### config.mk
export PLATFORM = sky130hd
export DESIGN_NAME = sample_stream_source
export DESIGN_NICKNAME = d
export VERILOG_FILES = /design/src/rtl/sample_stream_source.sv
export SDC_FILE = /design/constraint.sdc
export NUM_CORES = 1
export LEC_CHECK = 0
export ABC_AREA = 1
export BUFFER_PORTS_ARGS = -buffer_cell sky130_fd_sc_hd__clkbuf_2
export CORE_AREA = 2 2 98 100
export CTS_CLUSTER_DIAMETER = 50
export DETAILED_ROUTE_END_ITERATION = 10
export DIE_AREA = 0 0 100 102
export HOLD_SLACK_MARGIN = 0.1
export PLACE_DENSITY = 0.65
export SLEW_MARGIN = 15
export SYNTH_ARGS = -nofsm -noshare
export SYNTH_HDL_FRONTEND = slang
export SYNTH_SLANG_ARGS = --single-unit
### constraint.sdc
create_clock -name clk -period 4.57 [get_ports clk]
set_input_delay 0.6855 -clock clk [delete_from_list [all_inputs] [get_ports clk]]
set_output_delay 0.6855 -clock clk [all_outputs]
set_load 0.02 [all_outputs]
### src/rtl/sample_stream_source.sv
// rtl/sample_stream_source.sv - buffered valid/ready byte-stream source with transfer counter
//
// Purpose: words loaded through a simple write port are queued in a FIFO and
// presented on a valid/ready output stream with hold-until-accepted rules.
// Completed output transfers are counted in sent_count (wraps).
//
// Optional feature macro: STREAM_SOURCE_PATTERN_EN
//   When defined, adds the pattern_en input. While pattern_en is high the write
//   port is ignored and an internal incrementing DATA_WIDTH-bit counter is
//   pushed every cycle the FIFO has room.
//
// Ports:
//   clk               rising-edge clock
//   rst               asynchronous active-high reset
//   wr_valid/wr_data  load request and word
//   wr_ready          FIFO not full (count != DEPTH)
//   stream_out_valid  FIFO not empty (count != 0)
//   stream_out_data   word at the FIFO head
//   stream_out_ready  downstream accepts the head word
//   count             current FIFO occupancy
//   sent_count        completed output transfers, modulo 2^CNT_WIDTH
//   pattern_en        pattern generator enable (macro builds only)

module sample_stream_source #(
   parameter int DATA_WIDTH = 8,
   parameter int DEPTH      = 8,
   parameter int CNT_WIDTH  = 16
) (
   input  logic                         clk,
   input  logic                         rst,
   input  logic                         wr_valid,
   input  logic [DATA_WIDTH-1:0]        wr_data,
   output logic                         wr_ready,
`ifdef STREAM_SOURCE_PATTERN_EN
   input  logic                         pattern_en,
`endif
   output logic                         stream_out_valid,
   output logic [DATA_WIDTH-1:0]        stream_out_data,
   input  logic                         stream_out_ready,
   output logic [$clog2(DEPTH+1)-1:0]   count,
   output logic [CNT_WIDTH-1:0]         sent_count
);

   localparam int AW = (DEPTH > 1) ? $clog2(DEPTH) : 1;
   localparam int CW = $clog2(DEPTH+1);

   localparam logic [CW-1:0]        FULL_COUNT = CW'(DEPTH);
   localparam logic [CW-1:0]        CNT_ONE    = CW'(1);
   localparam logic [AW-1:0]        PTR_ONE    = AW'(1);
   localparam logic [CNT_WIDTH-1:0] SENT_ONE   = CNT_WIDTH'(1);

   logic [DATA_WIDTH-1:0] mem [DEPTH];
   logic [AW-1:0]         wr_ptr;
   logic [AW-1:0]         rd_ptr;

   logic                  push_req;
   logic [DATA_WIDTH-1:0] push_data;
   logic                  push;
   logic                  pop;

   // Handshake outputs depend on registered count only, so neither
   // wr_valid nor stream_out_ready has a combinational path to them.
   assign wr_ready         = (count != FULL_COUNT);
   assign stream_out_valid = (count != '0);
   assign stream_out_data  = mem[rd_ptr];

   assign push = push_req && wr_ready;
   assign pop  = stream_out_valid && stream_out_ready;

`ifdef STREAM_SOURCE_PATTERN_EN
   localparam logic [DATA_WIDTH-1:0] PAT_ONE = DATA_WIDTH'(1);

   logic [DATA_WIDTH-1:0] pat_cnt;

   always_comb begin
      push_req  = wr_valid;
      push_data = wr_data;
      if (pattern_en) begin
         push_req  = 1'b1;
         push_data = pat_cnt;
      end
   end

   // Advances only on an actual pattern push so the sequence has no gaps
   // when the FIFO fills.
   always_ff @(posedge clk or posedge rst) begin
      if (rst) begin
         pat_cnt <= '0;
      end else if (pattern_en && push) begin
         pat_cnt <= pat_cnt + PAT_ONE;
      end
   end
`else
   always_comb begin
      push_req  = wr_valid;
      push_data = wr_data;
   end
`endif

   // Storage is not reset; contents are don't-care until written.
   always_ff @(posedge clk) begin
      if (push) begin
         mem[wr_ptr] <= push_data;
      end
   end

   always_ff @(posedge clk or posedge rst) begin
      if (rst) begin
         wr_ptr     <= '0;
         rd_ptr     <= '0;
         count      <= '0;
         sent_count <= '0;
      end else begin
         if (push) begin
            wr_ptr <= wr_ptr + PTR_ONE;
         end
         if (pop) begin
            rd_ptr     <= rd_ptr + PTR_ONE;
            sent_count <= sent_count + SENT_ONE;
         end
         case ({push, pop})
            2'b10:   count <= count + CNT_ONE;
            2'b01:   count <= count - CNT_ONE;
            default: count <= count;
         endcase
      end
   end

endmodule

## After elaboration in Yosys (flattened, before gate mapping)

Memory sizes are Yosys's and may differ from the RTL's.
Index checks and enable logic that the tools add are counted.

- $add $sub $neg: 5
- Equality and inequality tests: 3
- Mux-type cells: 3
- Reduce and logical (&&, ||, !) cells: 4

Operators with widths:

| cell | count |
|---|---|
| $add 16x1->16 const B | 1 |
| $pmux 4 s2 | 1 |
| $add 3x1->3 const B | 2 |
| $add 4x1->4 const B | 1 |
| $ne 4x4->1 const B | 1 |
| $reduce_bool 4->1 | 1 |
| $sub 4x1->4 const B | 1 |
| $eq 2x1->1 const B | 1 |
| $eq 2x2->1 const B | 1 |
| $logic_and 1x1->1 | 2 |
| $mux 1 | 2 |
| $reduce_bool 2->1 | 1 |

- Bits in registers: 26
- Bits in writable memories: 64
- Input bits: 12
- Output and inout bits: 30
- Word-level logic and storage cells: 20
- Memories kept: 1

Memories:

| name | depth | bits a word | rd ports | clocked after memory_dff | write ports | RTL line | source |
|---|---|---|---|---|---|---|---|
| mem | 8 | 8 | 1 | 0 | 1 | 52 | `logic [DATA_WIDTH-1:0] mem [DEPTH];` |

## Logic depth before layout (Yosys ltp)

Gate-level depths: netlist of the first run.

- Depth in word-level cells: 4
- Depth in mapped cells: 13
- Gate-level depth less buffers: 12

## Worst setup path before layout of the first run

OpenSTA, ideal clock, no wires.

- Kind: reg-to-reg
- From: register count[0]
- To: register count[3]
- Library setup time: 65 ps
- Arrival time: 2,166 ps
- Data required time: 4,505 ps
- Path slack: 2,339 ps
- Cell stages (with the launch flop): 13
- Path buffers: 1
- Clock period less this slack: 2,231 ps
- Cell sequence: dfrtp_1 nor2_4 nand2_4 nand2_8 inv_4 buf_12 ha_1 ha_1 or2_2 nand2_1 xor2_1 nand2_1 nand2_1

- Cells in the longest elaborated chain, start to end: 4
- Elaborated cells between the ends (all ways): 10
- Classes of those cells: add/sub (2); eq/ne (3); mux (1); reduce/logical (4)

Ends and longest elaborated chain:

| element | RTL line | source |
|---|---|---|
| start, declared | 40 | `output logic [$clog2(DEPTH+1)-1:0] count,` |
| start signal, assigned | 122 | `2'b10: count <= count + CNT_ONE;` |
| start signal, assigned | 123 | `2'b01: count <= count - CNT_ONE;` |
| start signal, assigned | 124 | `default: count <= count;` |
| $reduce_bool 4->1 (*) | 64 | `assign stream_out_valid = (count != '0);` |
| named net stream_out_valid | 37 | `output logic stream_out_valid,` |
| $logic_and 1x1->1 (*) | 68 | `assign pop = stream_out_valid && stream_out_ready;` |
| named net pop | 59 | `logic pop;` |
| $eq 2x1->1 or $eq 2x2->1 (tied branches) | 121 | `case ({push, pop})` |
| $pmux 4 s2 or $reduce_bool 2->1 (tied branches) | - |  |

Mark *: on every way through the listed nets, which the timed path passes. The rest lies on a longest branch.
A chain may end at the register's enable or synchronous reset.

## Final worst setup path of the first run

- From: register rd_ptr[0]
- To: output stream_out_data[1]

- Cells in the longest elaborated chain, start to end: 1

Ends and longest elaborated chain:

| element | RTL line | source |
|---|---|---|
| start, declared | 54 | `logic [AW-1:0] rd_ptr;` |
| start signal, assigned | 118 | `rd_ptr <= rd_ptr + PTR_ONE;` |
| $mem_v2 8x8 | - |  |
| end, declared | 38 | `output logic [DATA_WIDTH-1:0] stream_out_data,` |

No other way between the ends.

==> results by group, run 1 <==
Logic synthesis
  • Async SR Flop Fraction: 0.289
  • Syn avg cell area: 11.0 sq um
  • Mux share of post-synthesis cell area: 0
  • Post-synthesis sequential area ratio: 0.643
  • Yosys cell types: 32
  • Simple-Gate Fraction of Synth Area: 0.188
  • Complex-gate fraction of the synthesized area: 0.0701
  • Post-Synth Adder-Cell Area: 0.0238
  • Post-synth net total: 381
  • YS warnings: 0
  • Cells after Synth: 362
  • Ys flop type: edfxtp_1
  • XOR/XNOR Fraction of Synth Area: 0.0388
  • Synthesized cell area: 4000 sq um
  • Post-synth EDFFs: 64
  • Largest family of logic cells by synthesized area: simple AND/OR/NAND/NOR gates
  • Seq cells post-synth: 90

Flow run
  • Max_cap viols: 0

Routing
  • Vias per Instance: 5.12
  • Post-route ant nets: 0
  • DRT met1 WL: 3.61 mm
  • Initial DRC count: 146
  • WL per Instance: 15.0 microns
  • Met3 WL: 314 microns
  • Met2 Routed Length: 3.69 mm
  • Final WL: 7.79 mm
  • Via total after detailed routing: 2668
  • DRC Markers: 0
  • Initial DRT Pass Iterations: 5
  • DR top layer: met4

Clock tree
  • Post-CTS Setup Bufs: 0
  • Post-cts sizing count: 0
  • Post-CTS Hold Buffers: 0
  • Clock sink count: 90
  • CTS Buffer Depth: 2
  • CTS tree: done
  • Clk slew on worst S/H paths: 0.09 ns
  • CTS Buf Count: 9
  • CTS root buf: clkbuf_8
  • H-tree depth: 3
  • Clk Latency, worst-skew pair: 0.35 ns

Pwr
  • Pleak: 1.82 nW
  • VDD IR max: 303 uV
  • Pwr Density: 610 nW/um^2

GRT
  • Overall routing resource usage: 0.162
  • Vias in the first global route: 2553
  • Grt ovf: 0
  • Pin count of the biggest net entering global routing: 34
  • Initial antenna violation count: 0
  • First-pass GRT wire length: 12.6 mm

Die
  • FP Rows: 35
  • Die area: 10200 sq um
  • DIE WIDTH: 100 microns
  • Io pins: 42
  • Die Height: 102 microns
  • Initial Util: 0.439
  • Core ar.: 9110 sq um

Critical path
  • Setup CP Type: reg -> out
  • CP Capture Type: primary output
  • Crit path to: stream_out_data[1]
  • Required @ worst endpoint: 3.88 ns
  • CP max stage delay: 0.70 ns
  • Most common cell on crit path: nand2_1
  • WP buf/inv: 2
  • Critical Path Fanout Max: 33
  • Number of cells on the worst reg-to-reg path: 11
  • Critical Path Stages: 6
  • Crit path DAT: 2.15 ns
  • Delay-heaviest family, CP: buffers and inverters
  • Worst-path cell chain: inv_1, o21ai_0, o22ai_1, nand2_1, nand2_1, clkbuf_2
  • Startpoint Class: flop
  • FF-to-FF End: count[3]
  • Flop-to-flop setup slack: 2.39 ns
  • Crit-path slowest cell: inv_1
  • CP Launch Point: rd_ptr[0]
  • R2R Path Start: count[3]

STA
  • Fmax: 353 MHz
  • Worst Clk Skew: 0.0122 ns
  • RSZ-0062 raised after global routing: no
  • Crit path time final: 2.83 ns
  • Setup TNS Final: 0 ns
  • Final Max Tran Viols: 0
  • Hold Fails Final Rpt: 0
  • Measured slew at the worst slew-check pin: 1.01 ns
  • Final setup violation count: 0
  • Max-Slew Margin vs Limit: 0.329
  • Worst hold slack: 0.536 ns
  • Post-route clock period utilization: 0.620
  • Final WS setup: 1.74 ns

Placement
  • Post-DP Area: 4290 sq um
  • IO buf count: 41
  • Final Wtd Congestion: 0.829
  • Pre-CTS setup slack: 2.12 ns
  • Inst Count DP: 505
  • Hpwl dp: 5.17 mm

Finish
  • Area Growth Syn to Fin: 11.8%
  • Most frequent cells in the layout: nand2_1 (84), edfxtp_1 (64), nor2_1 (47)
  • Final instance area: 4470 sq um
  • Post-Layout Cell Count: 521
  • Fill cell count: 829
  • Most common cell after layout, fill and taps aside: nand2_1
  • Ant diodes: 0
  • Fraction of layout cells with a size suffix above 1: 0.195
  • Post-layout nets: 424

Status
  • Status: finished clean

Min path
  • Tightest Hold Check Type: in -> async
-- area by class of cell --
cell class | count | area [sq um] | area share
Clock inverter | 6 | 50.0 | 0.0112
Tap cell | 111 | 139 | 0.0311
Sequential cell | 90 | 2570 | 0.576
Multi-Input combinational cell | 240 | 1280 | 0.287
Inverter | 22 | 85.1 | 0.0190
Clock buffer | 10 | 128 | 0.0286
Timing Repair Buffer | 42 | 213 | 0.0476
-- Yosys cell counts, types with 5 or more instances --
cell type | number | area share
clkbuf_1 | 5 | 0.0047
dfrtp_1 | 26 | 0.16
edfxtp_1 | 64 | 0.48
ha_1 | 6 | 0.019
inv_1 | 20 | 0.019
nand2_1 | 84 | 0.079
nand3_1 | 8 | 0.010
nor2_1 | 47 | 0.044
nor2_2 | 7 | 0.011
o21ai_0 | 34 | 0.043
o22ai_1 | 16 | 0.025
xor2_1 | 10 | 0.022
-- sequential cells by signal (all words and copies together) (netlist names) --
| name | flops |
|---|---|
| mem | 64 |
| rd_ptr | 3 |
| sent_count | 16 |
| count | 4 |
| wr_ptr | 3 |
-- worst register-to-register path: stages, from the launching register on --
cell,delay (ns)
dfrtp_1,0.46
nor2_2,0.18
nand2_4,0.09
nand2_8,0.12
inv_4,0.10
ha_1,0.25
ha_1,0.32
or2_2,0.28
nand2_1,0.08
xor2_1,0.14
nand2_1,0.06
nand2_1,0.05
-- report_power, final --
part | switching, mW | internal, mW | leakage [nW]
registers | 0.137 | 1.04 | 0.901
clock network | 0.287 | 0.204 | 0.0835
logic | 0.708 | 0.350 | 0.833
-- worst min-delay path by stage --
| stage | start | end | cells after the start |
|---|---|---|---|
| global route | sent_count[9] | sent_count[9] | 1 |
| CTS | sent_count[9] | sent_count[9] | 1 |
| finish | rst | sent_count[15] | 2 |
| floorplan | wr_ptr[0] | wr_ptr[0] | 2 |
| detailed placement | sent_count[9] | sent_count[9] | 1 |
| global placement | sent_count[9] | sent_count[9] | 1 |
-- layer usage --
metal,global-route usage,vias up
li1,-,1315
met1,0.233,1275
met2,0.244,65
met3,0.0239,13
met4,0.0811,0
met5,0,-
-- metrics by stage --
stage,utilization,power [mW]
2_1_floorplan,-,1.96
3_3_place_gp,0.471,2.24
3_5_place_dp,0.471,2.26
4_1_cts,0.491,2.76
5_1_grt,0.491,2.92
6_report,0.491,2.73
-- logic make-up after synthesis --
logic type,Yosys count
compound gates,52
xor+xnor,16
fa+ha+maj,7
buf+inv,32
flops,90
simple gates,165
Power figures use the tool's default switching activity.
==> run 2, diff against run 1 <==
Settings changed: PLACE_DENSITY 0.65 to 0.68.
Clock period 4.57 ns to 2.6 ns, I/O delays scaled along.
==> run 2 against run 1 <==
  * Highest routed layer unchanged
  * Worst setup slack got worse by 1.3 ns
  * Largest cell class unchanged
  * Sequential share of layout area decreased by 1.2 points
  * Worst hold slack got worse by 0.24 ns
  * Routed wire length increased by 2.6%
  * Sequential cell count unchanged
==> results by group, run 2 (synthesis gave the netlist of run 1 again) <==
Flow run
  • Max_cap viols: 0 (unchanged)

Finish
  • Post-layout nets: 433 (+2.1%)
  • Ant diodes: 0 (unchanged)
  • Area Growth Syn to Fin: 14.2%
  • Largest register by flop count: mem
  • Post-Layout Cell Count: 530 (+1.7%)
  • Final core occ: 0.502 (+0.0109)
  • Final instance area: 4570 sq um (+2.2%)
  • Max reg flops: 64 (unchanged)
  • Biggest regs: mem: 64 flops, sent_count: 16 flops, count: 4 flops
  • Most common cell after layout, fill and taps aside: nand2_1
  • Fraction of layout cells with a size suffix above 1: 0.212 (+0.0173)
  • Most frequent cells in the layout: nand2_1 (84), edfxtp_1 (64), nor2_1 (47)

STA
  • Worst Clk Skew: 0.0154 ns (+0.00326 ns)
  • Fmax: 454 MHz
  • Measured slew at the worst slew-check pin: 0.577 ns (-0.429 ns)
  • Final setup violation count: 0 (unchanged)
  • Final WS setup: 0.397 ns (-1.34 ns)
  • RSZ-0062 raised after global routing: no
  • Max-Slew Margin vs Limit: 0.615 (+0.286)
  • Crit path time final: 2.20 ns
  • Setup TNS Final: 0 ns (unchanged)
  • Post-route clock period utilization: 0.847
  • Worst hold slack: 0.300 ns (-0.237 ns)
  • Final Max Tran Viols: 0 (unchanged)
  • Hold Fails Final Rpt: 0 (unchanged)

GRT
  • First-pass GRT wire length: 12.9 mm (+2.0%)
  • Initial antenna violation count: 0 (unchanged)
  • Vias in the first global route: 2549 (-0.16%)
  • Pin count of the biggest net entering global routing: 34 (unchanged)
  • Grt ovf: 0 (unchanged)
  • Overall routing resource usage: 0.167 (+0.00420)

Clock tree
  • Post-CTS Setup Bufs: 0 (unchanged)
  • CTS tree: done
  • Clk Latency, worst-skew pair: 0.37 ns (+0.02 ns)
  • H-tree depth: 3 (unchanged)
  • CTS Buf Count: 9 (unchanged)
  • CTS Buffer Depth: 2 (unchanged)
  • Clk slew on worst S/H paths: 0.09 ns (about the same)
  • Clock sink count: 90 (unchanged)
  • CTS root buf: clkbuf_8

Routing
  • Final WL: 7.99 mm (+2.6%)
  • DRC Markers: 0 (unchanged)
  • Initial DRC count: 142 (-2.7%)
  • Vias per Instance: 5.13 (+0.11%)
  • WL per Instance: 15.1 microns (+0.81%)
  • Via total after detailed routing: 2717 (+1.8%)
  • Post-route ant nets: 0 (unchanged)
  • Initial DRT Pass Iterations: 4 (-1)

Critical path
  • Crit path DAT: 1.81 ns (-0.34 ns)
  • CP Capture Type: primary output
  • Critical Path Fanout Max: 17 (-48%)
  • Flop-to-flop setup slack: 0.40 ns (-1.99 ns)
  • Required @ worst endpoint: 2.21 ns (-1.67 ns)
  • Startpoint Class: flop
  • Setup CP Type: reg -> out

Min path
  • Tightest Hold Check Type: in -> reg

Die
  • DIE WIDTH: 100 microns (unchanged)
  • Io pins: 42 (unchanged)
  • Core ar.: 9110 sq um (unchanged)
  • Initial Util: 0.439 (unchanged)
  • FP Rows: 35 (unchanged)
  • Die Height: 102 microns (unchanged)
  • Die area: 10200 sq um (unchanged)

Pwr
  • Pleak: 1.88 nW (+3.3%)
  • Clock share of power: 0.199 (+0.019)
  • P_int: 2.95 mW (+85%)
  • Sequential fraction of design power: 0.401 (-0.031)
  • VDD IR max: 654 uV (+120%)
  • Switching power: 2.04 mW (+80%)
  • Power Total: 4.98 mW (+83%)
  • Pwr Density: 1090 nW/um^2 (+79%)
  • Comb pwr share: 0.400 (+0.012)
  • Sw Ratio: 0.409 (-0.00710)

Placement
  • Hpwl dp: 5.02 mm (-3.0%)
  • Post-DP Area: 4350 sq um (+1.4%)
  • IO buf count: 41 (unchanged)
  • Final Wtd Congestion: 0.795 (-4.2%)
  • Inst Count DP: 513 (+1.6%)
  • Pre-CTS setup slack: 0.419 ns (-1.70 ns)

Status
  • Status: finished clean
==> run 2: layer usage <==
layer	track usage	routed length, microns	vias up
li1	-	-	1330
met2	0.260	3800	58
met4	0.0632	117	0
met3	0.0349	428	9
met5	0	0	-
met1	0.232	3650	1320
==> run 2: layout make-up <==
type,instances,area (sq um)
well taps,111,139
repair buffers,51,283
multi-input cells,240,1280
clock buffers,9,124
flip-flops and latches,90,2570
inverters,22,85.1
clock inverters,7,82.6
fillers,834,4540
==> run 2: power by group through the flow <==
| stage | Combinational [mW] | Sequential (mW) | Clock, mW |
|---|---|---|---|
| floorplan | 1.32 | 2.12 | 0 |
| global placement | 1.98 | 2.02 | 0 |
| detailed placement | 2.02 | 2.03 | 0 |
| CTS | 2.02 | 2.00 | 1.02 |
| global route | 2.22 | 2.04 | 1.07 |
| finish | 1.99 | 2.00 | 0.992 |
==> run 2: worst paths after layout <==
check                         startpoint  depth (start not counted)                  to
max                            rd_ptr[1]                          6  stream_out_data[0]
min                           wr_data[6]                          1           mem[7][6]
max reg2reg                     count[0]                         11            count[3]
min reg2reg                sent_count[6]                          1       sent_count[6]
max in group asynchronous            rst                          4       sent_count[0]
min in group asynchronous            rst                          4       sent_count[5]
==> run 2: critical path: stages (launching register included) <==
cell and delay (ns):
dfrtp_1 0.38, inv_1 0.41, o21ai_0 0.18, o22ai_1 0.14, nand2_1 0.07, nand2_1 0.10, clkbuf_2 0.17
==> run 2: repair_timing <==
action | in CTS | in global routing
gates resized for setup | 0 | 0
hold endpoints to repair | 26 | 0
hold buffers | 1 | 0
==> run 3, diff against run 2 <==
Clock period 2.6 ns to 1.8 ns, I/O delays scaled along.
==> run 3 against run 2 <==
  * The run now ends with setup timing left
  * Sequential share of layout area fell by 4.7 points
  * Highest routed layer unchanged
  * First-iteration DRC count rose by 4.2%
  * Register-to-register slack got worse by 0.41 ns
  * Worst setup slack got worse by 0.48 ns
  * Critical endpoint is now stream_out_data[3]
  * Largest power group is now combinational logic
  * Global-route usage rose by 0.67 points
  * Clock skew fell by 0.0033 ns
  * Sequential power rose by 45%
  * Utilization rose by 4.7 points
  * Total power rose by 65%
  * Clock-buffer cell count did not move
==> results by group, run 3 (synthesis gave the netlist of run 1 again) <==
Finish
  • Max reg flops: 64 (unchanged)
  • Fraction of layout cells with a size suffix above 1: 0.329 (+0.116)
  • Most common cell after layout, fill and taps aside: nand2_1
  • Most frequent cells in the layout: nand2_1 (82), edfxtp_1 (64), nor2_1 (39)
  • Post-layout nets: 458 (+5.8%)
  • Biggest regs: mem: 64 flops, sent_count: 16 flops, count: 4 flops
  • Area Growth Syn to Fin: 25.0%
  • Final instance area: 5000 sq um (+9.4%)
  • Ant diodes: 0 (unchanged)
  • Largest register by flop count: mem
  • Fill cell count: 782 (-6.2%)
  • Final core occ: 0.549 (+0.0473)

Die
  • FP Rows: 35 (unchanged)
  • Die area: 10200 sq um (unchanged)
  • Core ar.: 9110 sq um (unchanged)
  • Initial Util: 0.439 (unchanged)
  • Die Height: 102 microns (unchanged)
  • DIE WIDTH: 100 microns (unchanged)
  • Io pins: 42 (unchanged)

STA
  • RSZ-0062 raised after global routing: yes
  • Post-route clock period utilization: 1.04
  • Setup TNS Final: -0.401 ns (-0.401 ns)
  • Worst Clk Skew: 0.0122 ns (-0.00327 ns)
  • Max-Slew Margin vs Limit: 0.612 (-0.00348)
  • Final Max Tran Viols: 0 (unchanged)
  • Final WS setup: -0.0794 ns (-0.477 ns)
  • Final setup violation count: 9 (+9)
  • Fmax: 532 MHz
  • Crit path time final: 1.88 ns
  • Measured slew at the worst slew-check pin: 0.582 ns (+0.00521 ns)
  • Hold Fails Final Rpt: 0 (unchanged)

Routing
  • Initial DRT Pass Iterations: 4 (unchanged)
  • Final WL: 8.55 mm (+7.0%)
  • Initial DRC count: 148 (+4.2%)
  • Post-route ant nets: 0 (unchanged)
  • DRC Markers: 0 (unchanged)
  • Vias per Instance: 5.08 (-0.81%)
  • Via total after detailed routing: 2822 (+3.9%)
  • WL per Instance: 15.4 microns (+2.2%)

GRT
  • Initial antenna violation count: 0 (unchanged)
  • First-pass GRT wire length: 13.4 mm (+4.4%)
  • Overall routing resource usage: 0.173 (+0.00673)
  • Grt ovf: 0 (unchanged)
  • Vias in the first global route: 2692 (+5.6%)
  • Pin count of the biggest net entering global routing: 27 (-21%)

Flow run
  • Max_cap viols: 0 (unchanged)

Critical path
  • Startpoint Class: flop
  • Setup CP Type: reg -> out
  • CP Capture Type: primary output
  • Required @ worst endpoint: 1.53 ns (-0.68 ns)
  • Crit-path slowest cell: dfrtp_2
  • CP max stage delay: 0.46 ns (+0.05 ns)
  • Crit path DAT: 1.61 ns (-0.20 ns)
  • Critical Path Fanout Max: 8 (-9)
  • Worst-path cell chain: clkinv_4, clkbuf_16, nor2_2, o22ai_2, nand2_1, nand2_1, clkbuf_8
  • Most common cell on crit path: nand2_1

Status
  • Status: complete, but fails checks
  • Failing checks: setup timing

Clock tree
  • CTS root buf: clkbuf_8
  • CTS Buffer Depth: 2 (unchanged)
  • Clk slew on worst S/H paths: 0.09 ns (about the same)
  • H-tree depth: 3 (unchanged)
  • Clk Latency, worst-skew pair: 0.35 ns (-0.02 ns)
  • CTS Buf Count: 9 (unchanged)
  • Clock sink count: 90 (unchanged)
  • CTS tree: done

Placement
  • Post-DP Area: 4490 sq um (+3.3%)
  • Hpwl dp: 5.45 mm (+8.6%)
  • IO buf count: 41 (unchanged)
  • Final Wtd Congestion: 0.804 (+1.1%)

Pwr
  • Power Total: 8.21 mW (+65%)
  • Pleak: 2.06 nW (+10%)
  • Pwr Density: 1640 nW/um^2 (+51%)
  • VDD IR max: 995 uV (+52%)

Min path
  • Tightest Hold Check Type: in -> reg
[run 3: changes by cell type in the layout (fill, tap and decap cells not counted), moves of 3 or more]
cell	previous run	this run
clkbuf_2	41	33
o22ai_1	16	13
dfrtp_1	26	21
o21ai_1	1	17
nor2_1	47	39
o21ai_0	34	9
buf_4	9	29
buf_6	0	4
o21ai_2	0	8
o22ai_2	0	3
dfrtp_2	0	5
nor2_2	7	14
[run 3: critical path: cells and delay by family (launching register included)]
family | cells | cell delay (ns)
buffers and inverters | 3 | 0.44
DFF | 1 | 0.46
and+or+nand+nor | 3 | 0.19
AOI/OAI and AO/OA | 1 | 0.16
[run 3: area by class of cell]
| type | instances | area (sq um) | area share |
|---|---|---|---|
| clock buffer | 9 | 124 | 0.0248 |
| sequential | 90 | 2580 | 0.516 |
| timing repair buffer | 76 | 592 | 0.118 |
| clock inverter | 7 | 58.8 | 0.0118 |
| inverter | 22 | 90.1 | 0.0180 |
| tap | 111 | 139 | 0.0278 |
| multi-input combinational | 240 | 1420 | 0.283 |
[run 3: path summary, 6_finish.rpt]
check                              start                  to  slack (ns)  cells past startpoint
max                            rd_ptr[0]  stream_out_data[3]       -0.08                      7
min                           wr_data[6]           mem[2][6]        0.20                      1
max reg2reg                     count[2]            count[3]       -0.01                     12
min reg2reg                sent_count[9]       sent_count[9]        0.55                      1
max in group asynchronous            rst           rd_ptr[0]        1.02                      4
min in group asynchronous            rst           wr_ptr[0]        0.49                      4
[run 3: metal layers]
layer  vias up  wire length, microns  global-route usage
li1       1378                     -                   -
met1      1375                  3860               0.225
met2        59                  4220               0.292
met3        10                   337              0.0294
met4         0                   134              0.0738
met5         -                     0                   0
[run 3: timing repair]
item	CTS	global route
pin swaps	8	19
buffers inserted	7	3
hold endpoints to repair	26	0
gates resized for setup	18	58
hold buffers	1	0
endpoints found under the setup margin	10	68
cloned	1	2
[run 3: power breakdown]
| part | internal (mW) | switching, mW |
|---|---|---|
| Clock | 0.526 | 0.749 |
| Combinational | 1.74 | 2.29 |
| Sequential | 2.65 | 0.262 |
| Total | 4.91 | 3.30 |
[run 3: through the flow]
stage                     hold WS [ns]  worst slack, ns  instances
after floorplan                  0.310           -0.217        362
after CTS                        0.180           -0.107        550
after global placement           0.331          -0.0122        525
final                            0.196          -0.0794        555
after detailed placement         0.331          -0.0342        525
after global routing             0.186           -0.175        555
